### config.mk
export PLATFORM = sky130hd
export DESIGN_NAME = mul8s_acc
export DESIGN_NICKNAME = d
export VERILOG_FILES = /design/src/rtl/mul8s_acc.sv
export SDC_FILE = /design/constraint.sdc
export NUM_CORES = 1
export LEC_CHECK = 0
export BUFFER_PORTS_ARGS = -buffer_cell sky130_fd_sc_hd__buf_2
export CAP_MARGIN = 10
export CORE_ASPECT_RATIO = 0.75
export CORE_MARGIN = 4
export CORE_UTILIZATION = 53
export DETAILED_ROUTE_END_ITERATION = 10
export GPL_TIMING_DRIVEN = 0
export HOLD_SLACK_MARGIN = 0.1
export PLACE_DENSITY = 0.77
export SLEW_MARGIN = 15
export SYNTH_ARGS = -nofsm -noshare
export SYNTH_HDL_FRONTEND = slang
export SYNTH_SLANG_ARGS = --single-unit
### constraint.sdc
create_clock -name clk -period 2.67 [get_ports clk]
set_input_delay 0.534 -clock clk [delete_from_list [all_inputs] [get_ports clk]]
set_output_delay 0.534 -clock clk [all_outputs]
set_load 0.005 [all_outputs]
### src/rtl/mul8s_acc.sv
// -----------------------------------------------------------------------------
// mul8s_acc -- signed accumulator for the 16-bit products of an 8x8 signed
// approximate multiplier.
//
// A start pulse in IDLE loads a beat count (len). The block then takes that
// many products over a valid/ready handshake and adds each product to a
// signed ACC_W-bit accumulator. After the last beat it presents the sum and a
// sticky overflow flag on a valid/ready result port until the consumer
// accepts them.
//
// Configuration macro:
//   MUL8S_ACC_SAT_EN  defined   -> on overflow the accumulator clamps to the
//                                  most positive or most negative ACC_W value,
//                                  chosen by the sign of the true sum.
//                     undefined -> the accumulator wraps modulo 2^ACC_W.
//   In both builds out_ovf reports that an overflow happened.
//
// Parameters:
//   ACC_W      accumulator width in bits, legal range 17..32 (default 24)
//
// Ports:
//   clk        in   single clock, rising edge
//   rst_n      in   asynchronous active-low reset
//   start      in   one-cycle request to begin an accumulation (IDLE only)
//   len        in   [7:0] number of products to accumulate, sampled with start
//   in_valid   in   in_p holds a valid product beat
//   in_ready   out  block accepts a beat this cycle (high only in ACC)
//   in_p       in   [15:0] signed product
//   out_valid  out  out_acc / out_ovf hold a valid result (high only in DONE)
//   out_ready  in   consumer takes the result this cycle
//   out_acc    out  [ACC_W-1:0] signed accumulated sum
//   out_ovf    out  signed overflow occurred at some beat of this accumulation
// -----------------------------------------------------------------------------
module mul8s_acc #(
  parameter int ACC_W = 24
) (
  input  logic             clk,
  input  logic             rst_n,
  input  logic             start,
  input  logic [7:0]       len,
  input  logic             in_valid,
  output logic             in_ready,
  input  logic [15:0]      in_p,
  output logic             out_valid,
  input  logic             out_ready,
  output logic [ACC_W-1:0] out_acc,
  output logic             out_ovf
);

  typedef enum logic [1:0] {
    S_IDLE = 2'd0,
    S_ACC  = 2'd1,
    S_DONE = 2'd2
  } state_e;

  // Extremes of the signed ACC_W range, used as clamp targets.
  localparam logic [ACC_W-1:0] ACC_MAX = {1'b0, {(ACC_W-1){1'b1}}};
  localparam logic [ACC_W-1:0] ACC_MIN = {1'b1, {(ACC_W-1){1'b0}}};

  state_e           state_q, state_d;
  logic [ACC_W-1:0] acc_q,   acc_d;
  logic [7:0]       cnt_q,   cnt_d;
  logic             ovf_q,   ovf_d;

  // One guard bit above the accumulator holds the exact sum of two ACC_W-bit
  // signed values, so overflow is visible as a disagreement between the top
  // two bits of that sum.
  logic [ACC_W:0]   sum_ext;
  logic             sum_ovf;
  logic [ACC_W-1:0] sum_next;
  logic             beat_acc;

  // ---------------------------------------------------------------------------
  // Datapath: add the sign-extended product and resolve overflow
  // ---------------------------------------------------------------------------
  always_comb begin
    sum_ext = {acc_q[ACC_W-1], acc_q} + {{(ACC_W+1-16){in_p[15]}}, in_p};
    sum_ovf = sum_ext[ACC_W] ^ sum_ext[ACC_W-1];
`ifdef MUL8S_ACC_SAT_EN
    // The guard bit is the sign of the true sum, so it picks the clamp rail.
    if (sum_ovf) begin
      sum_next = sum_ext[ACC_W] ? ACC_MIN : ACC_MAX;
    end else begin
      sum_next = sum_ext[ACC_W-1:0];
    end
`else
    // Dropping the guard bit is exactly a modulo-2^ACC_W wrap.
    sum_next = sum_ext[ACC_W-1:0];
`endif
  end

  // A beat is taken only while in ACC; in_ready is derived from the same state.
  assign beat_acc = in_valid && (state_q == S_ACC);

  // ---------------------------------------------------------------------------
  // Next-state logic
  // ---------------------------------------------------------------------------
  always_comb begin
    // NOTE: every variable driven here gets a default first, so no path can
    // leave one unassigned and infer a latch.
    state_d = state_q;
    acc_d   = acc_q;
    cnt_d   = cnt_q;
    ovf_d   = ovf_q;

    unique case (state_q)
      S_IDLE: begin
        if (start) begin
          acc_d = '0;
          ovf_d = 1'b0;
          cnt_d = len;
          // An empty accumulation goes straight to presenting a zero result.
          state_d = (len == 8'd0) ? S_DONE : S_ACC;
        end
      end

      S_ACC: begin
        // start is deliberately ignored here; len is not re-sampled.
        if (beat_acc) begin
          acc_d = sum_next;
          ovf_d = ovf_q | sum_ovf;   // sticky until the next start
          cnt_d = cnt_q - 8'd1;
          if (cnt_q == 8'd1) begin
            state_d = S_DONE;
          end
        end
      end

      S_DONE: begin
        // Result registers hold still until the consumer takes them.
        if (out_ready) begin
          state_d = S_IDLE;
        end
      end

      default: begin
        state_d = S_IDLE;
      end
    endcase
  end

  // ---------------------------------------------------------------------------
  // State registers
  // ---------------------------------------------------------------------------
  always_ff @(posedge clk or negedge rst_n) begin
    if (!rst_n) begin
      state_q <= S_IDLE;
      acc_q   <= '0;
      cnt_q   <= '0;
      ovf_q   <= 1'b0;
    end else begin
      // NOTE: sequential state uses non-blocking assignments so every register
      // samples the pre-edge values, independent of statement order.
      state_q <= state_d;
      acc_q   <= acc_d;
      cnt_q   <= cnt_d;
      ovf_q   <= ovf_d;
    end
  end

  // ---------------------------------------------------------------------------
  // Outputs: straight from registers, so reset clears them immediately.
  // ---------------------------------------------------------------------------
  assign in_ready  = (state_q == S_ACC);
  assign out_valid = (state_q == S_DONE);
  assign out_acc   = acc_q;
  assign out_ovf   = ovf_q;

endmodule

==> impl_metrics.env <==
export IMPL_areaGrowthSynthToFinish_pct=17.3
export IMPL_die_area_um2=6420
export IMPL_crit_path_start_kind="register"
export IMPL_detail_route_drc_violations=0
export IMPL_gpl_final_weighted_congestion=0.893
export IMPL_worstPathCellList="ha_2 -> fa_2 -> a211oi_4 -> o21ai_4 -> a31oi_4 -> o21ai_2 -> a211oi_2 -> xor2_1 -> o21ai_1"
export IMPL_drt_iter0_drc=120
export IMPL_report_final_setup_viol=0
export IMPL_antenna_cells_inserted=0
export IMPL_max_cap_viol_count=0
export IMPL_cts_inserted_buffers=5
export IMPL_dp_hpwl_um=5290
export IMPL_achievable_frequency_mhz=398
export IMPL_grt_overflow=0
export IMPL_layout_cell_area_non_filler_um2=3230
export IMPL_initial_core_util=0.555
export IMPL_hold_path_class="primary input to async pin"
export IMPL_total_of_fill_cells_in_the_finished_design=440
export IMPL_rows=22
export IMPL_cts_tree="built"
export IMPL_final_min_clock_period_ns=2.51
export IMPL_report_final_hold_viol_count=0
export IMPL_final_cell_mix="57 x sky130_fd_sc_hd__buf_2, 40 x sky130_fd_sc_hd__nand2_1, 35 x sky130_fd_sc_hd__dfrtp_1"
export IMPL_worstMarginPinSlew_ns=0.804
export IMPL_utilization=0.651
export IMPL_htree_num_levels=2
export IMPL_mostFrequentLayoutCell="sky130_fd_sc_hd__buf_2"
export IMPL_synth_cell_types=48
export IMPL_cell_count_after_placement=438
export IMPL_buffer_ports_inserted=55
export IMPL_worst_ep_required_time_ns=2.82
export IMPL_postSynthAreaPerCell_um2=8.51
export IMPL_synth_seq_cells=35
export IMPL_multi_input_area_um2=1800
export IMPL_synth_net_count=379
export IMPL_rsz0062_at_grt="no"
export IMPL_cts_root_buffer_cell="sky130_fd_sc_hd__clkbuf_8"
export IMPL_post_place_instance_area_um2=3100
export IMPL_clockPowerShare=0.099
export IMPL_cpMaxStageDelayCell="sky130_fd_sc_hd__fa_2"
export IMPL_power_leakage_uw=0.00151
export IMPL_timing_critical_path_arrival_ns=2.67
export IMPL_syn_cell_area_um2=2750
export IMPL_seqPwrFrac=0.262
export IMPL_report_final_slew_viol_count=0
export IMPL_via_count_of_the_first_global_routing_pass=2490
export IMPL_floorplan_die_width_um=91.2
export IMPL_synthArstFlopShare=1.00
export IMPL_die_h_um=70.4
export IMPL_ys_warn_count=0
export IMPL_cts_max_path_buffers=2
export IMPL_final_instance_count_excl_fill=448
export IMPL_period_share=0.942
export IMPL_worst_clk_skew_ns=0.00791
export IMPL_net_switching_power_uw=1810
export IMPL_number_of_standard_cells_after_synthesis=323
export IMPL_dr_total_vias=2594
export IMPL_cts_num_sinks=35
export IMPL_crit_type="register to register"
export IMPL_grt_max_degree=36
export IMPL_num_nets_final=443
export IMPL_power_per_cell_area_nw_per_um2=1200
export IMPL_pin_count=56
export IMPL_clock_latency_ns=0.29
export IMPL_relSlewSlack=0.464
export IMPL_timing_critical_path_max_delay_family="compound AO/OA/AOI/OAI gates"
export IMPL_grt_first_pass_wirelength_um=11900
export IMPL_seq_area_um2=876
export IMPL_ys_seq_area_frac=0.318
export IMPL_1st_pass_router_iterations=4
export IMPL_worstSetupEndpointType="register"
export IMPL_swShare=0.470
export IMPL_power_report_internal_total_uw=2050
export IMPL_worstPathMaxFanout=3
export IMPL_power_share_combinational=0.639
export IMPL_routed_wl_um=6820
export IMPL_routed_wire_length_per_instance_um=15.2
export IMPL_number_of_flops_mapped_to_enable_cells_by_yosys=0
export IMPL_power_ir_vdd_worst_mv=0.685
export IMPL_critPathMaxStageDelay_ns=0.43
export IMPL_vias_per_cell=5.79
export IMPL_drive_gt1_frac=0.209
export IMPL_run_status="completed"
export IMPL_postRouteAntennaNets=0
export IMPL_cts_clk_pin_slew_worst_paths_ns=0.08
export IMPL_cts_hold_buffers=0
export IMPL_worst_path_buf_inv=0
export IMPL_groute_usage_overall=0.224
export IMPL_initial_antenna_violation_count=0
export IMPL_core_box_area_um2=4950
export IMPL_ys_dominant_reg_cell="sky130_fd_sc_hd__dfrtp_1"
-- worst paths after layout --
check	depth (start not counted)	endpoint	start	slack [ns]
setup / recovery	9	out_acc[22]	out_acc[0]	0.16
hold / removal	1	cnt_q[2]	rst_n	0.33
setup reg to reg	9	out_acc[22]	out_acc[0]	0.16
hold reg to reg	2	out_acc[5]	out_acc[5]	0.52
max in group asynchronous	1	out_acc[8]	rst_n	1.83
min in group clk	3	cnt_q[0]	len[0]	0.51
-- synth_stat cells, types with 4 or more instances --
cell type	count	area (um^2)
sky130_fd_sc_hd__a31oi_1	4	25.0
sky130_fd_sc_hd__nor3_1	8	40.0
sky130_fd_sc_hd__dfrtp_1	35	876
sky130_fd_sc_hd__xor2_1	14	123
sky130_fd_sc_hd__a21o_1	14	105
sky130_fd_sc_hd__o21ai_0	23	115
sky130_fd_sc_hd__a21boi_1	4	30.0
sky130_fd_sc_hd__ha_1	26	325
sky130_fd_sc_hd__xnor2_1	9	78.8
sky130_fd_sc_hd__nand2_1	40	150
sky130_fd_sc_hd__nor4_1	4	25.0
sky130_fd_sc_hd__o21ai_1	21	105
sky130_fd_sc_hd__a21oi_1	33	165
sky130_fd_sc_hd__inv_1	8	30.0
sky130_fd_sc_hd__nor2_1	15	56.3
sky130_fd_sc_hd__clkbuf_1	13	48.8
-- area by class of cell --
class                   instances  area share
multi-input cells             264       0.559
flip-flops and latches         35       0.272
repair buffers                 57      0.0900
well taps                      60      0.0233
clock buffers                   6      0.0225
plain buffers                  16      0.0206
inverters                       8     0.00931
clock inverters                 2     0.00388
-- timing repair --
item,4_1_cts,5_1_grt
buffers inserted,0,2
hold endpoints to repair,0,0
gates resized for setup,0,5
endpoints found under the setup margin,0,1
-- through the flow --
step | setup TNS (ns) | total power (uW) | hold slack (ns) | worst slack (ns)
after CTS | 0 | 3790 | 0.361 | 0.0657
final | 0 | 3860 | 0.326 | 0.156
after global placement | -0.253 | 3320 | 0.488 | -0.163
after global routing | 0 | 4250 | 0.391 | 0.00793
after detailed placement | -0.268 | 3390 | 0.501 | -0.153
after floorplan | 0 | 2770 | 0.238 | 0.225
-- routing by layer --
metal / global-route usage / up-vias / part of all wire
li1: - / 1308 / -
met1: 0.333 / 1211 / 0.49
met2: 0.345 / 68 / 0.44
met3: 0.0388 / 7 / 0.055
met4: 0.0401 / 0 / 0.0078
met5: 0 / - / 0
-- power groups by stage --
stage / Combinational (uW) / Sequential [uW] / Clock [uW]
3_3_place_gp: 2310 / 1010 / 0
2_1_floorplan: 1770 / 998 / 0
6_report: 2470 / 1010 / 383
4_1_cts: 2390 / 1010 / 396
5_1_grt: 2790 / 1050 / 414
3_5_place_dp: 2370 / 1020 / 0
-- cell families (layout without fill, tap and decap cells) --
group	Yosys count	in the layout	share of synthesized area
AO/OA/AOI/OAI	125	125	0.297
adder cells (fa/ha/maj)	27	27	0.126
flip-flops	35	35	0.318
AND/OR/NAND/NOR	89	89	0.151
buffers and inverters	24	89	0.0350
XOR/XNOR	23	23	0.0733
-- flip-flops by register name, summed over array words and instances, names as in the netlist --
name / count
out_ovf: 1
state_q: 2
cnt_q: 8
out_acc: 24
(Power assumes the default switching activity.)
